`src/rtl/overlay_scheduler.sv`:
```
// overlay_scheduler: per-frame origin/blink sequencing for the logo (layer 0)
// and banner (layer 1) overlays, plus the per-pixel arbiter that drives the
// shared RGB output.
module overlay_scheduler #(
    parameter int H_CELLS   = 80,
    parameter int V_CELLS   = 60,
    parameter int L0_W      = 23,
    parameter int L0_H      = 9,
    parameter int L0_X0     = 30,
    parameter int L0_Y0     = 24,
    parameter int L1_X0     = 18,
    parameter int L1_Y0     = 12,
    parameter int FRAME_DIV = 2,
    parameter int BLINK_ON  = 45,
    parameter int BLINK_OFF = 15
) (
    input  logic       clk,
    input  logic       rst,
    input  logic [9:0] x,
    input  logic [9:0] y,
    input  logic       frame_active,
    input  logic       anim_en,
    input  logic       l0_hit,
    input  logic       l1_hit,
    output logic [6:0] l0_org_x,
    output logic [5:0] l0_org_y,
    output logic [6:0] l1_org_x,
    output logic [5:0] l1_org_y,
    output logic       l1_vis,
    output logic       frame_tick,
    output logic [1:0] pix_sel,
    output logic [5:0] rgb
);

    // Rightmost / bottommost legal origin for layer 0.
    localparam logic [6:0] X_MAX    = 7'(H_CELLS - L0_W);
    localparam logic [5:0] Y_MAX    = 6'(V_CELLS - L0_H);
    localparam logic [9:0] VBLANK_Y = 10'(V_CELLS * 8);
    localparam logic [3:0] DIV_LAST = 4'(FRAME_DIV - 1);
    localparam logic [7:0] ON_LAST  = 8'(BLINK_ON - 1);
    // Wraps to all-ones when BLINK_OFF is 0; the hidden phase is never entered then.
    localparam logic [7:0] OFF_LAST = 8'(BLINK_OFF - 1);

    typedef enum logic [1:0] {
        S_WAIT  = 2'd0,
        S_MOVE  = 2'd1,
        S_BLINK = 2'd2
    } state_t;

    state_t     state, state_nxt;
    logic       dir_x_pos, dir_y_pos;
    logic [3:0] div_cnt;
    logic [7:0] blink_cnt;

    logic       step;
    logic [3:0] div_nxt;
    logic [6:0] org_x_nxt;
    logic [5:0] org_y_nxt;
    logic       dir_x_nxt, dir_y_nxt;
    logic [7:0] blink_nxt;
    logic       vis_nxt;
    logic [1:0] sel_nxt;

    assign l1_org_x = 7'(L1_X0);
    assign l1_org_y = 6'(L1_Y0);

    // Pulse once per frame on the first blanking pixel below the visible area.
    always_ff @(posedge clk) begin
        if (rst) frame_tick <= 1'b0;
        else     frame_tick <= (x == 10'd0) && (y == VBLANK_Y);
    end

    // Sequencer state register.
    always_ff @(posedge clk) begin
        if (rst) state <= S_WAIT;
        else     state <= state_nxt;
    end

    // Sequencer next state: one move cycle then one blink cycle per animated frame.
    always_comb begin
        state_nxt = state;
        case (state)
            S_WAIT:  if (frame_tick && anim_en) state_nxt = S_MOVE;
            S_MOVE:  state_nxt = S_BLINK;
            S_BLINK: state_nxt = S_WAIT;
            default: state_nxt = S_WAIT;
        endcase
    end

    // Candidate layer-0 step and frame divider; a bound reverses the direction
    // and steps back inward in the same frame, so the origin never leaves range.
    always_comb begin
        step    = (div_cnt == DIV_LAST);
        div_nxt = step ? 4'd0 : div_cnt + 4'd1;

        if (dir_x_pos) begin
            if (l0_org_x == X_MAX) begin dir_x_nxt = 1'b0; org_x_nxt = l0_org_x - 7'd1; end
            else                   begin dir_x_nxt = 1'b1; org_x_nxt = l0_org_x + 7'd1; end
        end else begin
            if (l0_org_x == 7'd0)  begin dir_x_nxt = 1'b1; org_x_nxt = l0_org_x + 7'd1; end
            else                   begin dir_x_nxt = 1'b0; org_x_nxt = l0_org_x - 7'd1; end
        end

        if (dir_y_pos) begin
            if (l0_org_y == Y_MAX) begin dir_y_nxt = 1'b0; org_y_nxt = l0_org_y - 6'd1; end
            else                   begin dir_y_nxt = 1'b1; org_y_nxt = l0_org_y + 6'd1; end
        end else begin
            if (l0_org_y == 6'd0)  begin dir_y_nxt = 1'b1; org_y_nxt = l0_org_y + 6'd1; end
            else                   begin dir_y_nxt = 1'b0; org_y_nxt = l0_org_y - 6'd1; end
        end
    end

    // Blink phase counter: ON frames visible, OFF frames hidden (OFF = 0 keeps it on).
    always_comb begin
        vis_nxt   = l1_vis;
        blink_nxt = blink_cnt + 8'd1;
        if (l1_vis && (blink_cnt == ON_LAST)) begin
            blink_nxt = 8'd0;
            if (BLINK_OFF != 0) vis_nxt = 1'b0;
        end else if (!l1_vis && (blink_cnt == OFF_LAST)) begin
            blink_nxt = 8'd0;
            vis_nxt   = 1'b1;
        end
    end

    // Layer state updates, confined to the blanking-interval move/blink cycles.
    always_ff @(posedge clk) begin
        if (rst) begin
            l0_org_x  <= 7'(L0_X0);
            l0_org_y  <= 6'(L0_Y0);
            dir_x_pos <= 1'b1;
            dir_y_pos <= 1'b1;
            div_cnt   <= 4'd0;
            blink_cnt <= 8'd0;
            l1_vis    <= 1'b1;
        end else begin
            case (state)
                S_MOVE: begin
                    div_cnt <= div_nxt;
                    if (step) begin
                        l0_org_x  <= org_x_nxt;
                        l0_org_y  <= org_y_nxt;
                        dir_x_pos <= dir_x_nxt;
                        dir_y_pos <= dir_y_nxt;
                    end
                end
                S_BLINK: begin
                    blink_cnt <= blink_nxt;
                    l1_vis    <= vis_nxt;
                end
                default: ;
            endcase
        end
    end

    // Pixel priority: banner over logo, nothing outside the visible area.
    always_comb begin
        sel_nxt = 2'b00;
        if (frame_active) begin
            if (l1_hit && l1_vis) sel_nxt = 2'b10;
            else if (l0_hit)      sel_nxt = 2'b01;
        end
    end

    // Registered pixel select and colour, updated together.
    always_ff @(posedge clk) begin
        if (rst) begin
            pix_sel <= 2'b00;
            rgb     <= 6'h00;
        end else begin
            pix_sel <= sel_nxt;
            rgb     <= (sel_nxt != 2'b00) ? 6'h3F : 6'h00;
        end
    end

endmodule

```
`config.mk`:
```
export PLATFORM = sky130hd
export DESIGN_NAME = overlay_scheduler
export DESIGN_NICKNAME = d
export VERILOG_FILES = /design/src/rtl/overlay_scheduler.sv
export SDC_FILE = /design/constraint.sdc
export NUM_CORES = 1
export LEC_CHECK = 0
export CAP_MARGIN = 0
export CORE_UTILIZATION = 42
export CTS_CLUSTER_SIZE = 20
export DETAILED_ROUTE_END_ITERATION = 12
export GPL_TIMING_DRIVEN = 0
export PLACE_DENSITY = 0.81
export SYNTH_ARGS = -nofsm -noshare
export SYNTH_HDL_FRONTEND = slang
export SYNTH_SLANG_ARGS = --single-unit
```
`constraint.sdc`:
```
create_clock -name clk -period 2.2 [get_ports clk]
set_input_delay 0.33 -clock clk [delete_from_list [all_inputs] [get_ports clk]]
set_output_delay 0.33 -clock clk [all_outputs]
set_load 0.005 [all_outputs]
```
==> results of run 1 <==
## critical path: stages (launching register included)
cell and delay [ps]:
dfxtp_4 380, inv_2 70, ha_1 130, or4b_4 500, nor4_4 160, or2_1 150, buf_6 120, mux2i_1 220
mux2_1 340
## sequential cells by signal, indices dropped and copies added (netlist names)
signal and flops:
l0_org_x 7, dir_y_pos 1, rgb 1, l1_vis 1, l0_org_y 6, state 2, div_cnt 4, pix_sel 2
frame_tick 1, blink_cnt 8, dir_x_pos 1
## final timing paths
check / to / start / cells after the start / slack (ps)
hold reg to reg: state[0] / frame_tick / 2 / 450
setup reg to reg: l0_org_x[6] / l0_org_x[1] / 8 / 40
setup / recovery: l0_org_x[6] / l0_org_x[1] / 8 / 40
hold / removal: state[0] / frame_tick / 2 / 450
## metal layers
| metal | GRT usage, % | vias up |
|---|---|---|
| met1 | 19.95 | 858 |
| met3 | 3.333 | 7 |
| li1 | - | 964 |
| met5 | 0 | - |
| met2 | 32.18 | 68 |
| met4 | 8.497 | 0 |
## power breakdown
| part | internal [mW] | switching (mW) | total (mW) |
|---|---|---|---|
| logic | 0.0786 | 0.0343 | 0.113 |
| registers | 0.615 | 0.00184 | 0.617 |
| clock network | 0.251 | 0.227 | 0.478 |
| total | 0.945 | 0.263 | 1.21 |
## layout make-up
type	instances	area [um2]
Inverter	7	26.28
Buffer	29	187.7
Clock buffer	6	82.58
Multi-Input combinational cell	191	1214
Clock inverter	2	12.51
Tap cell	67	83.83
Fill cell	434	1948
Sequential cell	34	688.2
Timing Repair Buffer	48	480.5
## cells by family (layout without fill, tap and decap cells)
family | Yosys count | in the layout
other | 2 | 13
multiplexers | 9 | 9
flip-flops | 34 | 34
buffers and inverters | 36 | 92
AND/OR/NAND/NOR | 114 | 114
XOR/XNOR | 16 | 16
AO/OA/AOI/OAI | 29 | 29
adder cells (fa/ha/maj) | 10 | 10
## stage by stage
step / std cells / hold WS (ps)
2_1_floorplan: 261 / 430.6
3_3_place_gp: 376 / 433.1
3_5_place_dp: 376 / 439.9
4_1_cts: 384 / 453.1
5_1_grt: 384 / 473.0
6_report: 384 / 446.2
## layout by cell type (no fill, tap or decap), drive strengths merged, types with 12 or more instances in the layout
cell type / count
nand2: 15
clkbuf: 13
dfxtp: 34
nor3: 12
conb: 13
clkdlybuf4s50: 48
buf: 22
nor2: 31
==> impl_metrics.json, run 1 <==
{
  "wl_met3_um": 209,
  "clk_path_buf_depth": 2,
  "drcViolationCount": 0,
  "m1WireLength_mm": 1.841,
  "wl_mm": 4.240,
  "dpl.hpwl_mm": 3.201,
  "ys_top_cells_by_area": "dfxtp_1, buf_4, ha_1",
  "dieArea_um2": 5175,
  "worstSetupStartpointType": "flop",
  "synthFlopType": "dfxtp_1",
  "syn_avg_cell_area_um2": 8.218,
  "grt_pass1_vias": 1722,
  "core_area_um2": 4723,
  "grt_setup_unrepaired": "true",
  "start_util_pct": 43.50,
  "max_clock_freq_mhz": 462.8,
  "gp_congestion": 0.8488,
  "fin_setup_tns_ps": 0,
  "cts-hold-fix-buffers": 0,
  "port_buffers": 48,
  "cts_resized": 2,
  "final_cell_area_um2": 2775,
  "numClockSinks": 34,
  "clockRootBuffer": "clkbuf_8",
  "synth_compound_area_share_pct": 8.709,
  "crit_fanout": 8,
  "met2_length_mm": 2.110,
  "synthMostInstantiatedCell": "dfxtp_1",
  "utilization_pct": 58.76,
  "dp_slack_ps": -39.05,
  "num_vias": 1897,
  "ctsHtreeMaxLevel": 2,
  "yosysTopAreaCellShare_pct": 33.13,
  "cts_tree": "done",
  "first_iter_violations": 122,
  "dpl-instance-area_um2": 2660,
  "fin_crit_sh_pct": 98.21,
  "clkTransAtPathRegs_ps": 70,
  "synthCells": 250,
  "synth_seq_cells": 34,
  "yosys.area_share.simple_pct": 29.90,
  "drtAntennaViolNets": 0,
  "hp-class": "reg2reg",
  "yosys-top-cells-count": "dfxtp_1, nor2_1, buf_4",
  "outcome": "completed",
  "grt_pass1_wl_mm": 7.245,
  "leakage_nw": 1.093,
  "hold_viol_final": 0,
  "yosysTopAreaCell": "dfxtp_1",
  "num_rows": 25,
  "first_pass_iters": 7,
  "finClkSkew_ps": 5.437,
  "overflow": 0,
  "synth_top_family_by_area": "simple AND/OR/NAND/NOR gates",
  "drive_above_1_share_pct": 14.20,
  "ys_async_sr_fraction_pct": 0,
  "antenna_found_initial": 0,
  "highest_layer": "met4",
  "num_antenna_cells": 0,
  "synth_xor_area_share_pct": 6.821,
  "setup_viol": 0,
  "power_mw": 1.208,
  "ioPinCount": 62,
  "arrival_ps": 2340,
  "path_class": "reg2reg",
  "slew_violations": 0,
  "post_cts_buffers": 0,
  "ir_drop_uv": 251.8,
  "crit_required_ps": 2380,
  "synth.distinct_cells": 43,
  "worst_slack_ps": 39.42,
  "grt_max_degree": 12,
  "yosysSeqAreaShare_pct": 33.13,
  "die_h_um": 71.94,
  "synth_edf_count": 0,
  "period_needed_ps": 2161,
  "yosys_warnings": 0,
  "syn_to_final_growth_pct": 35.08,
  "cap_violations": 0,
  "grtUsageTotal_pct": 17.73,
  "synthesis.area_um2": 2054,
  "layout.nets": 352,
  "viasPerCell": 4.940,
  "cp-end-kind": "flop",
  "synth_fa_ha_area_share_pct": 6.090,
  "synth.mux.area_fraction_pct": 4.568,
  "wl_per_cell_um": 11.04,
  "cts_buffers": 5,
  "worstSkewPairLatency_ps": 290,
  "die_w_um": 71.94,
  "power_density_nw_per_um2": 435.2
}
(Power assumes the default switching activity.)
==> run 2, diff against run 1 <==
- SLEW_MARGIN: unset -> 5
==> results of run 2 <==
No change in the layout: final DEF, timing and power equal those of run 1.
==> run 3, diff against run 2 <==
- CELL_PAD_IN_SITES_DETAIL_PLACEMENT: unset -> 1
- CELL_PAD_IN_SITES_GLOBAL_PLACEMENT: unset -> 2
- CORE_UTILIZATION: 42 -> 24
==> run 3 against run 2 <==
Compared with the run above:
- final cell count up 11%
- total power up 20%
- utilization shrank 23 points
- die area increased by 73%
- clock skew hardly changed
- non-clock buffer count increased by 6
- worst setup slack improved by 58 ps
- combinational power is essentially flat
==> impl_metrics.json, run 3 (synthesis gave the netlist of run 1 again) <==
{
  "outcome": "completed",
  "worstSetupStartpointType": "flop",
  "clkTransAtPathRegs_ps": 70,
  "ctsHtreeMaxLevel": 2,
  "wl_mm": 5.353,
  "layout.nets": 358,
  "dp_slack_ps": -73.77,
  "hp-class": "reg2reg",
  "die_w_um": 94.52,
  "final_common_cell": "clkdlybuf4s50_1",
  "drtAntennaViolNets": 0,
  "final_cell_mix": "clkdlybuf4s50_1, dfxtp_1, nor2_1, buf_4, nand2_1",
  "viasPerCell": 4.612,
  "final-seq-area_um2": 688.2,
  "path_class": "reg2reg",
  "slew_violations": 0,
  "grt_pass1_vias": 1880,
  "finClkSkew_ps": 5.318,
  "path_cells": "inv_4, ha_4, or4b_4, nor4_4, or2_1, buf_6, mux2i_1, mux2_1",
  "crit_fanout": 8,
  "max_clock_freq_mhz": 475.6,
  "antenna_found_initial": 0,
  "first_iter_violations": 45,
  "grtUsageTotal_pct": 12.49,
  "wl_per_cell_um": 12.51,
  "fin_crit_sh_pct": 95.58,
  "syn_to_final_growth_pct": 43.36,
  "final_cell_area_um2": 2945,
  "drcViolationCount": 0,
  "dpl-instance-area_um2": 2708,
  "clockRootBuffer": "clkbuf_8",
  "power_mw": 1.452,
  "num_vias": 1974,
  "setup_viol": 0,
  "cap_violations": 0,
  "multiInputGateArea_um2": 1239,
  "largest_reg_flops": 8,
  "critical-path-max-stage-delay_ps": 470,
  "core_area_um2": 8258,
  "top_regs": "blink_cnt: 8 flops, l0_org_x: 7 flops, l0_org_y: 6 flops",
  "power_density_nw_per_um2": 492.9,
  "tightest_slew_ps": 529.6,
  "leakage_nw": 1.146,
  "cts_buffers": 5,
  "relSlewSlack_pct": 64.69,
  "hold_viol_final": 0,
  "ioPinCount": 62,
  "clk_path_buf_depth": 2,
  "drive_above_1_share_pct": 17.03,
  "dieArea_um2": 8934,
  "start_util_pct": 24.88,
  "overflow": 0,
  "largest_register": "blink_cnt",
  "die_h_um": 94.52,
  "port_buffers": 48,
  "dpl.hpwl_mm": 3.917,
  "numClockSinks": 34,
  "critPathSlowestCell": "or4b_4",
  "nFillCells": 992,
  "ir_drop_uv": 341.9,
  "grt_max_degree": 12,
  "arrival_ps": 2280,
  "hold_slack_ps": 448.3,
  "worstSkewPairLatency_ps": 290,
  "period_needed_ps": 2103,
  "cp-end-kind": "flop",
  "first_pass_iters": 4,
  "crit_required_ps": 2380,
  "grt_pass1_wl_mm": 8.811,
  "gp_congestion": 0.7590,
  "num_rows": 33,
  "worst_slack_ps": 97.32,
  "cts_tree": "done",
  "num_antenna_cells": 0
}
==> run 3: changes by cell type in the layout (fill, tap and decap cells not counted), moves of 2 or more <==
cell	before	now
inv_4	0	2
buf_4	18	24
inv_2	2	0
ha_1	10	8
bufinv_16	0	2
==> run 3: final timing paths <==
check               from     endpoint  slack [ps]  cells past startpoint
max          l0_org_x[0]  l0_org_x[5]         100                      8
min           frame_tick     state[0]         450                      2
max reg2reg  l0_org_x[0]  l0_org_x[5]         100                      8
min reg2reg   frame_tick     state[0]         450                      2
==> run 3: routing by layer <==
metal	routed length [um]	vias to the layer above	GRT usage, %
li1	-	974	-
met1	2492	934	16.40
met2	2494	62	19.93
met3	301	4	3.060
met4	64	0	4.167
met5	0	-	0
==> run 3: metrics by stage <==
| step | setup TNS [ps] | cells | util [%] |
|---|---|---|---|
| 6_report | 0 | 428 | 35.67 |
| 2_1_floorplan | 0 | 261 | - |
| 4_1_cts | 0 | 422 | 34.55 |
| 3_5_place_dp | -185.0 | 414 | 32.79 |
| 5_1_grt | -15.43 | 428 | 35.67 |
| 3_3_place_gp | -66.40 | 414 | 32.79 |
==> run 3: what timing repair did <==
item,4_1_cts,5_1_grt
resized for setup,2,14
setup endpoints to repair,2,7
hold buffers,0,0
buffers inserted,0,6
==> run 3: worst max-delay path, delay by kind of cell, from the launching register on <==
kind,cells,cell delay (ps)
adder cells (fa/ha/maj),1,120
multiplexers,2,530
buffers and inverters,2,180
AND/OR/NAND/NOR,3,780
flip-flops,1,380
==> run 3: area by class of cell <==
cell class	instances	share of cell area, %
clock buffer	6	2.804
multi-input combinational	191	42.06
timing repair buffer	54	17.84
inverter	7	1.062
clock inverter	2	2.039
tap	105	4.461
sequential	34	23.36
buffer	29	6.372
==> run 3: power by group <==
part           internal (mW)  switching (mW)
clock network          0.483           0.237
logic                 0.0787          0.0362
registers              0.615         0.00185
